==> config.mk <==
export PLATFORM = sky130hd
export DESIGN_NAME = text_dump_tx
export DESIGN_NICKNAME = d
export VERILOG_FILES = /design/src/rtl/text_dump_tx.sv
export SDC_FILE = /design/constraint.sdc
export NUM_CORES = 1
export LEC_CHECK = 0
export CAP_MARGIN = 10
export CORE_MARGIN = 2
export CORE_UTILIZATION = 32
export CTS_CLUSTER_SIZE = 8
export DETAILED_ROUTE_END_ITERATION = 6
export GPL_ROUTABILITY_DRIVEN = 0
export PLACE_DENSITY = 0.68
export SLEW_MARGIN = 0
export SYNTH_ARGS = -nofsm -noshare
export SYNTH_HDL_FRONTEND = slang
export SYNTH_SLANG_ARGS = --single-unit
==> constraint.sdc <==
create_clock -name clk -period 5.6 [get_ports clk]
set_clock_uncertainty 0.15 [all_clocks]
set_input_delay 0.56 -clock clk [delete_from_list [all_inputs] [get_ports clk]]
set_output_delay 0.56 -clock clk [all_outputs]
set_load 0.005 [all_outputs]
==> src/rtl/text_dump_tx.sv <==
// Walks the tile RAM row by row and streams each character into a UART TX FIFO.
// Define TEXT_DUMP_CRLF_EN to append CR/LF after every row; left undefined, the output is the raw character stream.
module text_dump_tx #(
  parameter int COLS  = 40,
  parameter int ROWS  = 60,
  parameter int COL_W = 6
) (
  input  logic        clk,
  input  logic        rst_n,
  input  logic        start,
  input  logic        abort,
  output logic [11:0] ram_addr,
  input  logic [6:0]  ram_data,
  input  logic        tx_full,
  output logic        wr_uart,
  output logic [7:0]  wr_data,
  output logic        busy,
  output logic        done
);

  typedef enum logic [2:0] {
    IDLE,
    FETCH,
    SEND,
`ifdef TEXT_DUMP_CRLF_EN
    CR,
    LF,
`endif
    FIN
  } state_t;

  state_t             state, state_nx;
  logic [5:0]         row, row_nx;
  logic [COL_W-1:0]   col, col_nx;
  logic               last_col, last_row, row_adv;
  logic [7:0]         sub_char;

  assign last_col = (col == COL_W'(COLS - 1));
  assign last_row = (row == 6'(ROWS - 1));

  // Control and DEL codes are not printable on a terminal
  assign sub_char = (ram_data < 7'h20 || ram_data == 7'h7F) ? 8'h2E : {1'b0, ram_data};

  always_ff @(posedge clk or negedge rst_n) begin
    if (!rst_n) begin
      state <= IDLE;
      row   <= '0;
      col   <= '0;
    end else begin
      state <= state_nx;
      row   <= row_nx;
      col   <= col_nx;
    end
  end

  always_comb begin
    state_nx = state;
    row_nx   = row;
    col_nx   = col;
    wr_uart  = 1'b0;
    wr_data  = 8'h00;
    row_adv  = 1'b0;
    case (state)
      IDLE: begin
        if (start && !abort) begin
          row_nx   = '0;
          col_nx   = '0;
          state_nx = FETCH;
        end
      end
      FETCH: state_nx = SEND;
      SEND: begin
        if (!tx_full) begin
          wr_uart = 1'b1;
          wr_data = sub_char;
          if (last_col) begin
            col_nx = '0;
`ifdef TEXT_DUMP_CRLF_EN
            state_nx = CR;
`else
            row_adv = 1'b1;
`endif
          end else begin
            col_nx   = col + 1'b1;
            state_nx = FETCH;
          end
        end
      end
`ifdef TEXT_DUMP_CRLF_EN
      CR: begin
        if (!tx_full) begin
          wr_uart  = 1'b1;
          wr_data  = 8'h0D;
          state_nx = LF;
        end
      end
      LF: begin
        if (!tx_full) begin
          wr_uart = 1'b1;
          wr_data = 8'h0A;
          row_adv = 1'b1;
        end
      end
`endif
      FIN: state_nx = IDLE;
      default: state_nx = IDLE;
    endcase

    if (row_adv) begin
      if (last_row) begin
        state_nx = FIN;
      end else begin
        row_nx   = row + 1'b1;
        state_nx = FETCH;
      end
    end

    // Abort wins over any write issued in the same cycle
    if (abort && state != IDLE) begin
      state_nx = IDLE;
      wr_uart  = 1'b0;
      wr_data  = 8'h00;
    end
  end

  assign ram_addr = {row, 6'(col)};
  assign busy     = (state != IDLE);
  assign done     = (state == FIN) && !abort;

endmodule

==> summary.txt, run 1 <==
Leak pwr: 0.555 nW
Synth Register Bits: 14
Fin. max-slew vios: 0
Post-cts sizing count: 0
Crit path arrival time: 2480 ps
# clock sinks: 14
Initial antenna violation count: 0
Critical Path Start Type: input port
Vias in the first global route: 827
DRT antenna net count: 0
GR Overflow Total: 0
Setup violations, final: 0
Core area: 0.00271 mm^2
Die W: 56.8 um
Rows: 19
Fill cells: 278
Final hold viol count: 0
Status: completed
Initial DRC Count: 36
Multi-input gate area: 519 um^2
Async SR Flop Fraction: 100%
Peak supply drop: 0.000182 V
Post-CTS Hold Buffers: 0
Initial core utilization: 32.9%
Total negative slack: 0 ps
EDFF count, synth: 0
Critical-path top delay cell: clkdlybuf4s50_1
MaxCap Viol Count: 0
TritonRoute pass-1 iters: 4
Setup Buffers After CTS: 0
Worst hold path class: reg -> reg
Pwr dens: 163 mW/mm^2
Crit path kind: in -> out
Die Height: 56.8 um
Critical Path Max Stage Delay: 490 ps
Top FF cell, synth: dfrtp_1
CTS tree: built
Mapped Avg Cell Area: 8.66 um^2
Slew margin rel.: 50.0%
Worst Path Required: 4890 ps
Final Hold Slack: 362 ps
Nature of the critical path endpoint: primary output
Via-per-instance ratio: 5.16
FF+latch area: 350 um^2
Most frequent CP cell: clkdlybuf4s50_1
Min Clock Period, post-route: 3190 ps
GRT Total Usage: 14.3%
Crit path max fanout: 7
Hpwl dp: 1650 um
# diodes: 0
Detailed-route wire length: 2150 um
Ratio of cells with drive above 1 in the final layout: 5.76%
Yosys cell types: 36
P&R area growth vs syn: 44.6%
Routed via count: 877
Sequential fraction of the synthesis area: 39.3%
Nets@finish: 154
Detailed-route wire length per cell: 12.6 um
Yosys warning count: 0
Worst-Skew Late Latency: 280 ps
Clock root cell: clkbuf_4
Port bufs: 33
RSZ-0062 raised after global routing: false
Mapped Nets: 117
Placed inst area: 0.00125 mm^2
H-tree depth: 1
CTS Buf Count: 3
Die area: 0.00323 mm^2
Critical-path cell list: clkdlybuf4s50_1 > nor3b_2 > nand2b_1 > a211oi_1 > and2_1 > clkdlybuf4s50_1
Final core utilization: 47.6%
Global-route wire length before repair: 3670 um
FMAX: 0.313 GHz
Period utilization: 57.0%
CP delay by family, top: buffers and inverters
# IOs: 35
Mapped Area: 892 um^2
Fin area: 0.00129 mm^2
CTS Buffer Depth: 2
Gate Count Post-Synth: 103
Largest net degree at the start of global routing: 15
Bufs and invs on worst path: 2
Drt drc: 0
Clock transition at path regs: 80 ps
Slew of the pin with the lowest slew margin: 744 ps
[path summary, 6_finish.rpt]
check	slack [ps]	startpoint	end	depth (start not counted)
setup / recovery	2410	tx_full	wr_data[0]	6
hold / removal	360	row[5]	row[5]	1
setup reg to reg	3500	col[0]	row[1]	5
hold reg to reg	360	row[5]	row[5]	1
max in group asynchronous	4350	rst_n	row[2]	1
min in group asynchronous	530	rst_n	row[1]	1
[logic make-up (layout without fill, tap and decap cells)]
kind of cell	after synthesis	in the layout	share of synthesized area, %
mux	3	3	3.51
xor+xnor	2	2	1.96
simple gates	57	57	36.3
flops	14	14	39.3
other cells	1	1	0.420
compound gates	19	19	13.2
buf+inv	5	41	2.52
fa+ha+maj	2	2	2.80
[flip-flops by register name, summed over array words and instances, names as in the netlist]
| signal | cells |
|---|---|
| state | 2 |
| row | 6 |
| col | 6 |
[stage by stage]
step	power, W	setup slack [ps]	instances
5_1_grt	0.000221	2190	170
2_1_floorplan	0.000121	3520	103
6_report	0.000211	2410	170
4_1_cts	0.000213	2410	170
3_3_place_gp	0.000140	2480	166
3_5_place_dp	0.000140	2410	166
[Yosys cell counts, types with 2 or more instances]
master	number	area [um^2]
nor2b_1	4	25.0
a21oi_1	4	20.0
nand4_1	5	31.3
nand3_1	2	10.0
inv_1	4	15.0
dfrtp_1	14	350
nor2_1	12	45.0
a211oi_1	2	15.0
and4b_1	2	20.0
nand2b_1	8	50.1
nor3_1	2	10.0
ha_1	2	25.0
a21o_1	3	22.5
o21ai_1	4	20.0
mux2i_1	2	20.0
nand2_1	8	30.0
and2_1	2	12.5
o21ai_0	2	10.0
and3_1	3	18.8
xor2_1	2	17.5
[worst register-to-register path, stage by stage (launching register included)]
cell and delay, ps:
dfrtp_1 430, ha_1 210, and4b_1 320, and3_1 250
nor2b_1 260, mux2_2 360
[cell usage in the layout, fill, tap and decap left out, types with 2 or more instances in the layout]
| cell | synthesis | routed |
|---|---|---|
| clkdlybuf4s50_1 | 0 | 33 |
| mux2i_1 | 2 | 2 |
| nand3_1 | 2 | 2 |
| nand4_1 | 5 | 5 |
| inv_1 | 4 | 4 |
| a21oi_1 | 4 | 4 |
| and2_1 | 2 | 2 |
| nor3_1 | 2 | 2 |
| dfrtp_1 | 14 | 14 |
| o21ai_1 | 4 | 4 |
| nor2b_1 | 4 | 4 |
| nor2_1 | 12 | 12 |
| and4b_1 | 2 | 2 |
| a211oi_1 | 2 | 2 |
| clkbuf_4 | 0 | 3 |
| nand2_1 | 8 | 8 |
| a21o_1 | 3 | 3 |
| ha_1 | 2 | 2 |
| and3_1 | 3 | 3 |
| xor2_1 | 2 | 2 |
| o21ai_0 | 2 | 2 |
| nand2b_1 | 8 | 8 |
[cell type report]
| cell class | count | area share [%] |
|---|---|---|
| Clock buffer | 4 | 2.81 |
| Sequential cell | 14 | 27.2 |
| Timing Repair Buffer | 33 | 25.6 |
| Inverter | 4 | 1.16 |
| Tap cell | 31 | 3.01 |
| Multi-Input combinational cell | 84 | 40.3 |
[where the power goes]
part           leakage [nW]  total [W]  internal (W)  switching [W]
Combinational         0.340  0.0000318     0.0000182      0.0000136
Clock                0.0210  0.0000727     0.0000395      0.0000331
Sequential            0.194   0.000106      0.000103     0.00000331
[layer usage]
layer / global-route usage [%] / routed length, um
met3: 2.07 / 130
met5: 0 / 0
met1: 19.5 / 982
met4: 5.98 / 35
met2: 22.6 / 1000
Power figures use the tool's default switching activity.
==> inputs of run 2 (changes only) <==
==> constraint.sdc (replaced) <==
create_clock -name clk -period 3.15 [get_ports clk]
set_clock_uncertainty 0.15 [all_clocks]
set_input_delay 0.315 -clock clk [delete_from_list [all_inputs] [get_ports clk]]
set_output_delay 0.315 -clock clk [all_outputs]
set_load 0.005 [all_outputs]
==> run 2 against run 1 <==
Compared with the run above: first-iteration DRC count shrank 17%; critical path depth shrank 1; critical path type is now reg -> out; worst hold slack lost 110 ps; utilization grew 0.28 points; sequential share of layout area shrank 0.16 points; total power grew 81%; cell area grew 0.58%.
==> summary.txt, run 2 (synthesized netlist as in run 1, its figures left out) <==
Status: completed
Leak pwr: 0.560 nW
Initial DRC Count: 30
Crit path kind: reg -> out
Period utilization: 88.1%
Global-route wire length before repair: 3660 um
Met2 WL: 1010 um
Port bufs: 33
Worst-Skew Late Latency: 290 ps
Clock root cell: clkbuf_4
P&R area growth vs syn: 45.4%
RSZ-0062 raised after global routing: false
Drt drc: 0
Initial antenna violation count: 0
Peak supply drop: 0.000247 V
CTS Buffer Depth: 2
Slew margin rel.: 57.7%
Slew of the pin with the lowest slew margin: 633 ps
DRT antenna net count: 0
Die Height: 56.8 um
MaxCap Viol Count: 0
Crit path arrival time: 2310 ps
Nature of the critical path endpoint: primary output
Pwr dens: 293 mW/mm^2
Clock transition at path regs: 90 ps
GR Overflow Total: 0
Initial core utilization: 32.9%
Die area: 0.00323 mm^2
TritonRoute pass-1 iters: 4
CTS tree: built
# diodes: 0
Post-cts sizing count: 0
Placed inst area: 0.00126 mm^2
Critical Path Start Type: flip-flop
Routed via count: 884
Worst hold path class: in -> async
Largest net degree at the start of global routing: 15
FMAX: 0.360 GHz
Detailed-route wire length per cell: 13.0 um
Total negative slack: 0 ps
Post-CTS Hold Buffers: 0
Min Clock Period, post-route: 2780 ps
Rows: 19
Setup violations, final: 0
Cells after DPL: 167
CTS Buf Count: 3
Ratio of cells with drive above 1 in the final layout: 6.43%
Most frequent cells in the layout: clkdlybuf4s50_1 (33), dfrtp_1 (14), nor2_1 (12), nand2b_1 (8), nand2_1 (8)
Most common cell after layout, fill and taps aside: clkdlybuf4s50_1
Regs by FF count: col (6), row (6), state (2)
Hpwl dp: 1650 um
# clock sinks: 14
Fin. max-slew vios: 0
Die W: 56.8 um
Core area: 0.00271 mm^2
Final Hold Slack: 257 ps
GRT Total Usage: 14.2%
# IOs: 35
Layout Cells excl Fill: 171
Max layer used: met4
Via-per-instance ratio: 5.17
Met3 WL: 145 um
Met1 wire length: 1030 um
Crit path max fanout: 8
Nets@finish: 155
Vias in the first global route: 860
Detailed-route wire length: 2230 um
Final hold viol count: 0
Worst Path Required: 2680 ps
Fin area: 0.00130 mm^2
Setup Buffers After CTS: 0
H-tree depth: 1
run 2: layout make-up:
type / count / area [um^2]
clock buffers: 4 / 36.3
fillers: 282 / 1410
inverters: 4 / 15.0
multi-input cells: 84 / 519
flip-flops and latches: 14 / 350
well taps: 31 / 38.8
repair buffers: 34 / 338
run 2: metrics by stage:
stage / power [W] / utilization [%] / worst slack (ps)
6_report: 0.000381 / 47.9 / 374
5_1_grt: 0.000394 / 47.9 / 119
3_5_place_dp: 0.000251 / 46.5 / 381
4_1_cts: 0.000382 / 47.9 / 364
3_3_place_gp: 0.000249 / 46.5 / 513
2_1_floorplan: 0.000216 / - / 1260
run 2: worst max-delay path, cell delays in order, from the launching register on:
cell	delay (ps)
dfrtp_1	470
nor3b_2	390
nand2b_1	230
a211oi_1	280
and2_1	170
clkdlybuf4s50_1	490
run 2: per-layer routing:
layer	GRT usage, %	vias up
met4	5.98	0
met5	0	-
met3	2.76	8
li1	-	438
met2	22.6	33
met1	18.7	405
run 2: power by group:
group,total (W),internal (W),switching (W)
Combinational,0.0000584,0.0000333,0.0000251
Sequential,0.000189,0.000183,0.00000571
Clock,0.000134,0.0000706,0.0000630
run 2: path summary, 6_finish.rpt:
check | depth (start not counted) | slack [ps] | start | to
setup / recovery | 5 | 370 | state[0] | wr_data[4]
hold / removal | 1 | 260 | rst_n | row[0]
setup reg to reg | 5 | 1070 | col[0] | row[1]
hold reg to reg | 1 | 370 | row[5] | row[5]
max in group asynchronous | 1 | 2180 | rst_n | state[1]
min in group clk | 1 | 370 | row[5] | row[5]
==> inputs of run 3 (changes only) <==
--- a/config.mk
+++ b/config.mk
@@ -5,14 +5,15 @@
 export SDC_FILE = /design/constraint.sdc
 export NUM_CORES = 1
 export LEC_CHECK = 0
+export ABC_CLOCK_PERIOD_IN_PS = 3150
 export CAP_MARGIN = 10
 export CORE_MARGIN = 2
 export CORE_UTILIZATION = 32
+export CTS_CLUSTER_DIAMETER = 80
 export CTS_CLUSTER_SIZE = 8
 export DETAILED_ROUTE_END_ITERATION = 6
 export GPL_ROUTABILITY_DRIVEN = 0
 export PLACE_DENSITY = 0.68
-export SLEW_MARGIN = 0
 export SYNTH_ARGS = -nofsm -noshare
 export SYNTH_HDL_FRONTEND = slang
 export SYNTH_SLANG_ARGS = --single-unit
==> results of run 3 <==
Final layout, timing and power as in run 2 (identical DEF).
